<file path="src/rtl/arb_mux_reg_if.sv">
// Handshake bundle for arb_mux_reg: NUM_IN producer channels into one registered consumer port.
interface arb_mux_reg_if #(
  parameter int unsigned WIDTH  = 32,
  parameter int unsigned NUM_IN = 4,
  parameter int unsigned SEL_W  = 2
);
  logic [NUM_IN*WIDTH-1:0] in_data;
  logic [NUM_IN-1:0]       in_valid;
  logic [NUM_IN-1:0]       in_ready;
  logic [SEL_W-1:0]        sel;
  logic [WIDTH-1:0]        out_data;
  logic                    out_valid;
  logic                    out_ready;
  logic [SEL_W-1:0]        out_src;

  modport master (
    output in_data, in_valid, sel, out_ready,
    input  in_ready, out_data, out_valid, out_src
  );

  modport slave (
    input  in_data, in_valid, sel, out_ready,
    output in_ready, out_data, out_valid, out_src
  );
endinterface

</file>
<file path="src/rtl/arb_mux_reg.sv">
// N-channel valid/ready mux with external select (MODE 0) or round-robin (MODE 1) and a one-entry output register.
// Optional macro ARB_MUX_XFER_CNT_EN adds a 32-bit output-handshake counter port xfer_count.
module arb_mux_reg #(
  parameter int unsigned WIDTH  = 32,
  parameter int unsigned NUM_IN = 4,
  parameter int unsigned SEL_W  = 2,
  parameter int unsigned MODE   = 0
) (
  input  logic         clk,
  input  logic         reset,
  arb_mux_reg_if.slave bus
`ifdef ARB_MUX_XFER_CNT_EN
  ,
  output logic [31:0]  xfer_count
`endif
);

  logic             out_valid_q, out_valid_d;
  logic [WIDTH-1:0] out_data_q,  out_data_d;
  logic [SEL_W-1:0] out_src_q,   out_src_d;
  logic [SEL_W-1:0] ptr_q,       ptr_d;

  logic             load_en;
  logic             grant_vld;
  logic [SEL_W-1:0] grant_idx;
  logic [WIDTH-1:0] grant_data;
  logic             xfer;
  logic [NUM_IN-1:0] in_ready_c;
  int unsigned      idx;

  assign load_en = !out_valid_q || bus.out_ready;

  // MODE 0 compares sel against each legal index, so out-of-range sel never matches.
  always_comb begin
    grant_vld = 1'b0;
    grant_idx = '0;
    idx       = 0;
    if (MODE == 0) begin
      for (int unsigned k = 0; k < NUM_IN; k++) begin
        if (bus.sel == SEL_W'(k) && bus.in_valid[k]) begin
          grant_vld = 1'b1;
          grant_idx = SEL_W'(k);
        end
      end
    end else begin
      for (int unsigned i = 1; i <= NUM_IN; i++) begin
        idx = 32'(ptr_q) + i;
        if (idx >= NUM_IN) idx = idx - NUM_IN;
        for (int unsigned k = 0; k < NUM_IN; k++) begin
          if (!grant_vld && idx == k && bus.in_valid[k]) begin
            grant_vld = 1'b1;
            grant_idx = SEL_W'(k);
          end
        end
      end
    end
  end

  assign xfer = !reset && load_en && grant_vld;

  always_comb begin
    grant_data = '0;
    in_ready_c = '0;
    for (int unsigned k = 0; k < NUM_IN; k++) begin
      if (grant_idx == SEL_W'(k)) begin
        grant_data    = bus.in_data[k*WIDTH +: WIDTH];
        in_ready_c[k] = xfer;
      end
    end
  end

  always_comb begin
    out_valid_d = out_valid_q;
    out_data_d  = out_data_q;
    out_src_d   = out_src_q;
    ptr_d       = ptr_q;
    if (xfer) begin
      out_valid_d = 1'b1;
      out_data_d  = grant_data;
      out_src_d   = grant_idx;
      if (MODE != 0) ptr_d = grant_idx;
    end else if (bus.out_ready) begin
      out_valid_d = 1'b0;
    end
  end

  always_ff @(posedge clk) begin
    if (reset) begin
      out_valid_q <= 1'b0;
      out_data_q  <= '0;
      out_src_q   <= '0;
      ptr_q       <= SEL_W'(NUM_IN - 1);
    end else begin
      out_valid_q <= out_valid_d;
      out_data_q  <= out_data_d;
      out_src_q   <= out_src_d;
      ptr_q       <= ptr_d;
    end
  end

  assign bus.in_ready  = in_ready_c;
  assign bus.out_data  = out_data_q;
  assign bus.out_valid = out_valid_q;
  assign bus.out_src   = out_src_q;

`ifdef ARB_MUX_XFER_CNT_EN
  logic [31:0] xfer_cnt_q;

  always_ff @(posedge clk) begin
    if (reset) begin
      xfer_cnt_q <= '0;
    end else if (out_valid_q && bus.out_ready) begin
      xfer_cnt_q <= xfer_cnt_q + 32'd1;
    end
  end

  assign xfer_count = xfer_cnt_q;
`endif

endmodule

</file>
<file path="src/flat_wrapper.sv">
// flat-port wrapper written by rule: the top's interface ports become plain ports
module arb_mux_reg_flat 
#(
  parameter int unsigned WIDTH  = 32,
  parameter int unsigned NUM_IN = 4,
  parameter int unsigned SEL_W  = 2,
  parameter int unsigned MODE   = 0
)
  (clk, reset, bus_in_data, bus_in_valid, bus_sel, bus_out_ready, bus_in_ready, bus_out_data, bus_out_valid, bus_out_src);
  arb_mux_reg_if #(.WIDTH(WIDTH), .NUM_IN(NUM_IN), .SEL_W(SEL_W)) bus_i ();
  input  logic clk;
  input  logic reset;
  input wire logic [$bits(bus_i.in_data)-1:0] bus_in_data;
  input wire logic [$bits(bus_i.in_valid)-1:0] bus_in_valid;
  input wire logic [$bits(bus_i.sel)-1:0] bus_sel;
  input wire logic [$bits(bus_i.out_ready)-1:0] bus_out_ready;
  output wire logic [$bits(bus_i.in_ready)-1:0] bus_in_ready;
  output wire logic [$bits(bus_i.out_data)-1:0] bus_out_data;
  output wire logic [$bits(bus_i.out_valid)-1:0] bus_out_valid;
  output wire logic [$bits(bus_i.out_src)-1:0] bus_out_src;
  assign bus_i.in_data = bus_in_data;
  assign bus_i.in_valid = bus_in_valid;
  assign bus_i.sel = bus_sel;
  assign bus_i.out_ready = bus_out_ready;
  assign bus_in_ready = bus_i.in_ready;
  assign bus_out_data = bus_i.out_data;
  assign bus_out_valid = bus_i.out_valid;
  assign bus_out_src = bus_i.out_src;
  arb_mux_reg #(.WIDTH(WIDTH), .NUM_IN(NUM_IN), .SEL_W(SEL_W), .MODE(MODE)) u_core (.clk(clk), .reset(reset), .bus(bus_i));
endmodule
</file>
<file path="config.mk">
export PLATFORM = sky130hd
export DESIGN_NAME = arb_mux_reg_flat
export DESIGN_NICKNAME = d
export VERILOG_FILES = /design/src/rtl/arb_mux_reg_if.sv /design/src/rtl/arb_mux_reg.sv /design/src/flat_wrapper.sv
export SDC_FILE = /design/constraint.sdc
export NUM_CORES = 1
export LEC_CHECK = 0
export ABC_CLOCK_PERIOD_IN_PS = 3750
export CORE_MARGIN = 2
export CORE_UTILIZATION = 36
export DETAILED_ROUTE_END_ITERATION = 10
export PLACE_DENSITY = 0.9
export SYNTH_ARGS = -nofsm -noshare
export SYNTH_HDL_FRONTEND = slang
export SYNTH_SLANG_ARGS = --single-unit
</file>
<file path="constraint.sdc">
create_clock -name clk -period 3.75 [get_ports clk]
set_input_delay 0.75 -clock clk [delete_from_list [all_inputs] [get_ports clk]]
set_output_delay 0.75 -clock clk [all_outputs]
set_load 0.05 [all_outputs]
</file>
# Word level (Yosys, flattened, before mapping)
# Index checks and enable logic that the tools add are counted.
# op_classes
muxes	17
n_reduce_logical	12
eq_ne	6
# op_table
op	count
two-way mux 32 bit	4
two-way mux 1 bit	11
equality test 2 bit, second input constant	4
logical AND 1 bit	6
equality test 2 x 1 -> 1 bit, second input constant	2
logical NOT 2 bit	2
two-way mux 2 bit	2
logical NOT 1 bit	2
nonzero test 2 bit	1
logical OR 1 bit	1
# totals
in_bits	137
out_inout_bits	39
wordCells	38
register_bits	35

# Depth between registers and ports, before layout
# logic_depth
word_depth	10
depth_mapped	7
mapped_depth_nobuf	4

# Worst setup path after synthesis
# OpenSTA, ideal clock, no wires.
# synth_path
path_kind	input to output
startpoint	input port bus_sel[0]
endpoint	output port bus_in_ready[0]
path_buffers	3
t_required_ns	3.000
t_arrival_ns	2.445
slack_ns	0.555
stages	5
cell_sequence	buf_2 -> and3b_1 -> clkbuf_1 -> buf_2 -> nor3_1
# synth_via
elab_chain_len	8
elab_cells_between_ends	18
cone_classes	3 x eq/ne; 8 x mux; 7 x reduce/logical
# synth_rtl
item	line	source
from (decl)	flat_wrapper.sv:15	input wire logic [$bits(bus_i.sel)-1:0] bus_sel;
logical NOT 2 bit	arb_mux_reg.sv:40	if (bus.sel == SEL_W'(k) && bus.in_valid[k]) begin
logical AND 1 bit	arb_mux_reg.sv:40	
two-way mux 1 bit (4 in a row)	arb_mux_reg.sv:40	
logical AND 1 bit	arb_mux_reg.sv:59	assign xfer = !reset && load_en && grant_vld;
two-way mux 1 bit *	arb_mux_reg.sv:65	if (grant_idx == SEL_W'(k)) begin
to (decl)	flat_wrapper.sv:17	output wire logic [$bits(bus_i.in_ready)-1:0] bus_in_ready;
# Every way passes the cells marked *; elsewhere a longest branch is shown, timed or not.

# Worst setup path in the final report
# layout_path
startpoint	input port bus_sel[1]
endpoint	output port bus_in_ready[0]
# Same word-level chain as after synthesis.

==> summary.md <==
| Metric | Value |
|---|---|
| Pre-antenna DRT Iters | `4` |
| Diodes inserted | `0` |
| Largest cells by area after synthesis | `dfxtp_1 (32%), o21ai_0 (11%), nand2_1 (11%), a21o_1 (11%), a31oi_1 (9.0%)` |
| Post-DRT Antenna Nets | `0` |
| Clk slew on worst S/H paths | `70 ps` |
| Die height | `82.4 microns` |
| CTS-repair resized insts | `0` |
| Worst Hold Class | `reg -> reg` |
| Leakage | `1.64 nW` |
| Outcome | `completed` |
| Avg Cell Area, Syn | `7.16 sq um` |
| Final Critical Period | `3130 ps` |
| Max frequency | `320 MHz` |
| Layout cells sized above 1 | `4.70%` |
| Pwr Density | `304 nW/um^2` |
| Pins Over Slew Limit | `0` |
| CP arrival | `2380 ps` |
| Total Routed Length | `8820 microns` |
| Port buffer count | `175` |
| Initial antenna violation count | `0` |
| Core ar. | `5920 sq um` |
| Routed len/inst | `16.2 microns` |
| Ordered cell list for the critical path | `clkdlybuf4s50_1 > mux4_2 > nand2_1 > nor3_1 > buf_12` |
| Clk root buf | `clkbuf_8` |
| Fin Setup TNS | `0 ps` |
| Row count | `28` |
| Vias in the first global route | `2709` |
| Vias | `2927` |
| Critical path launch point type | `input pin` |
| Area leader, netlist | `dfxtp_1` |
| RSZ-0062 raised after global routing | `no` |
| Max incr delay on CP | `610 ps` |
| Clock Skew | `5.04 ps` |
| GP Congestion | `0.865` |
| Seq/Total Area, Yosys | `31.7%` |
| Initial Util | `37.4%` |
| Final period util | `83.4%` |
| Total global routing overflow | `0` |
| Share of the synthesized area in the top cell type | `31.7%` |
| CTS tree | `yes` |
| Die area | `6790 sq um` |
| CP Capture Type | `primary output` |
| Clock Sinks | `35` |
| Filler instances | `520` |
| Postcts setup bufs | `0` |
| Cts-stage hold buffer count | `0` |
| Largest net degree at the start of global routing | `67` |
| Ys Warns | `0` |
| Synth Cell Area | `2210 sq um` |
| Count of final hold-check violations | `0` |
| H-tree levels | `2` |
| Final Power | `1.23 mW` |
| Slowest-stage cell, CP | `clkdlybuf4s50_1` |
| Final net count | `604` |
| Required @ worst endpoint | `3000 ps` |
| Max-slew headroom | `35.3%` |
| Final setup viols | `0` |
| Detail Placement HPWL | `6450 microns` |
| Die width | `82.4 microns` |
| Critical path class | `in -> out` |
| Yosys reg bits | `35` |
| Worst path bufs/invs | `2` |
| Clk buf depth | `2` |
| Crit path max-delay family | `buffers and inverters` |
| Worst-margin pin slew | `969 ps` |
| Yosys cell types | `23` |
| Mapped Cells | `309` |
| Vias per cell | `5.39` |
| Tot GR Track Use | `24.7%` |
| Maximum fanout along the worst path | `8` |
| Max Cap Viol | `0` |
| Global-route wire length before repair | `12800 microns` |
| Io pins | `176` |
| Area growth syn-to-layout | `83.2%` |
| Peak supply drop | `0.184 mV` |
| Syn Nets | `446` |
| CTS buffer count | `5` |
| DRT iter0 DRCs | `159` |
| Skew-Pair Late Insertion Delay | `280 ps` |
| Drc violations | `0` |
registers in the layout (all words and copies together) (netlist names):
name,cells
u_core.bus.out_src,2
u_core.bus.out_data,32
u_core.bus.out_valid,1
cell families (layout without fill, tap and decap cells):
family / count (synthesis) / in the layout / synth area share, %
AO/OA/AOI/OAI: 156 / 156 / 42.3
buffers and inverters: 32 / 191 / 8.20
flip-flops: 35 / 35 / 31.7
multiplexers: 3 / 3 / 1.92
AND/OR/NAND/NOR: 83 / 83 / 15.9
cells in the final DEF, fill, tap and decap left out, types with 5 or more instances in the layout:
master,netlist,routed
a31oi_1,32,32
a21oi_1,30,30
buf_4,0,7
nand2_1,66,66
nor2_1,8,8
dfxtp_1,35,35
a21o_1,32,32
o21ai_0,50,50
a22oi_1,8,8
clkbuf_8,0,5
clkdlybuf4s50_1,0,171
where the power goes:
| part | total [mW] | internal, mW | leakage (nW) | switching [mW] |
|---|---|---|---|---|
| combinational | 0.539 | 0.258 | 1.31 | 0.281 |
| clock | 0.261 | 0.130 | 0.0422 | 0.131 |
| sequential | 0.432 | 0.411 | 0.289 | 0.0207 |
| total | 1.23 | 0.799 | 1.64 | 0.433 |
path summary, 6_finish.rpt:
| path | cells past startpoint | slack, ps | to | from |
|---|---|---|---|---|
| worst min-delay path | 2 | 500 | u_core.bus.out_src[1] | u_core.bus.out_src[1] |
| worst max register to register | 5 | 2020 | u_core.bus.out_data[1] | u_core.bus.out_valid |
| worst min register to register | 2 | 500 | u_core.bus.out_src[1] | u_core.bus.out_src[1] |
| worst max-delay path | 5 | 620 | bus_in_ready[0] | bus_sel[1] |
synthesized netlist by cell type (all sizes together):
master  instances
nand2          66
o21ai          50
dfxtp          35
a21oi          33
a21o           32
a31oi          32
clkbuf         17
buf            14
a22oi           8
nor2            8
and3b           2
mux2i           2
nand3b          2
a311oi          1
and2b           1
and3            1
inv             1
mux4            1
nand3           1
nor3            1
nor3b           1
area by class of cell:
class	count	area, sq um	share of cell area, %
multi-input combinational	242	1330	32.8
sequential	35	701	17.3
tap	75	93.8	2.31
clock inverter	1	5.00	0.123
clock buffer	7	76.3	1.88
timing repair buffer	182	1840	45.5
inverter	1	3.75	0.0926
worst register-to-register path: stages (launching register included):
cell	delay (ps)
dfxtp_1	320
and2b_1	230
nor3b_4	180
buf_4	500
o21ai_0	210
a31oi_1	210
per-layer routing:
layer | global-route usage [%] | routed length [microns] | share of wire [%] | vias to the layer above
met3 | 7.39 | 914 | 10 | 8
met1 | 24.8 | 3280 | 37 | 1358
met4 | 6.67 | 102 | 1.2 | 0
li1 | - | - | - | 1424
met5 | 0 | 0 | 0 | -
met2 | 48.5 | 4520 | 51 | 137
per-stage QoR:
stage	util, %	hold slack [ps]	instance area [sq um]	worst slack [ps]	cells
5_1_grt	68.5	536	4060	554	543
4_1_cts	68.5	497	4060	630	543
3_5_place_dp	67.1	485	3970	656	535
2_1_floorplan	-	705	2210	555	309
6_report	68.5	504	4060	621	543
3_3_place_gp	67.1	486	3970	693	535
No activity file was read; power rests on OpenSTA's default activity.
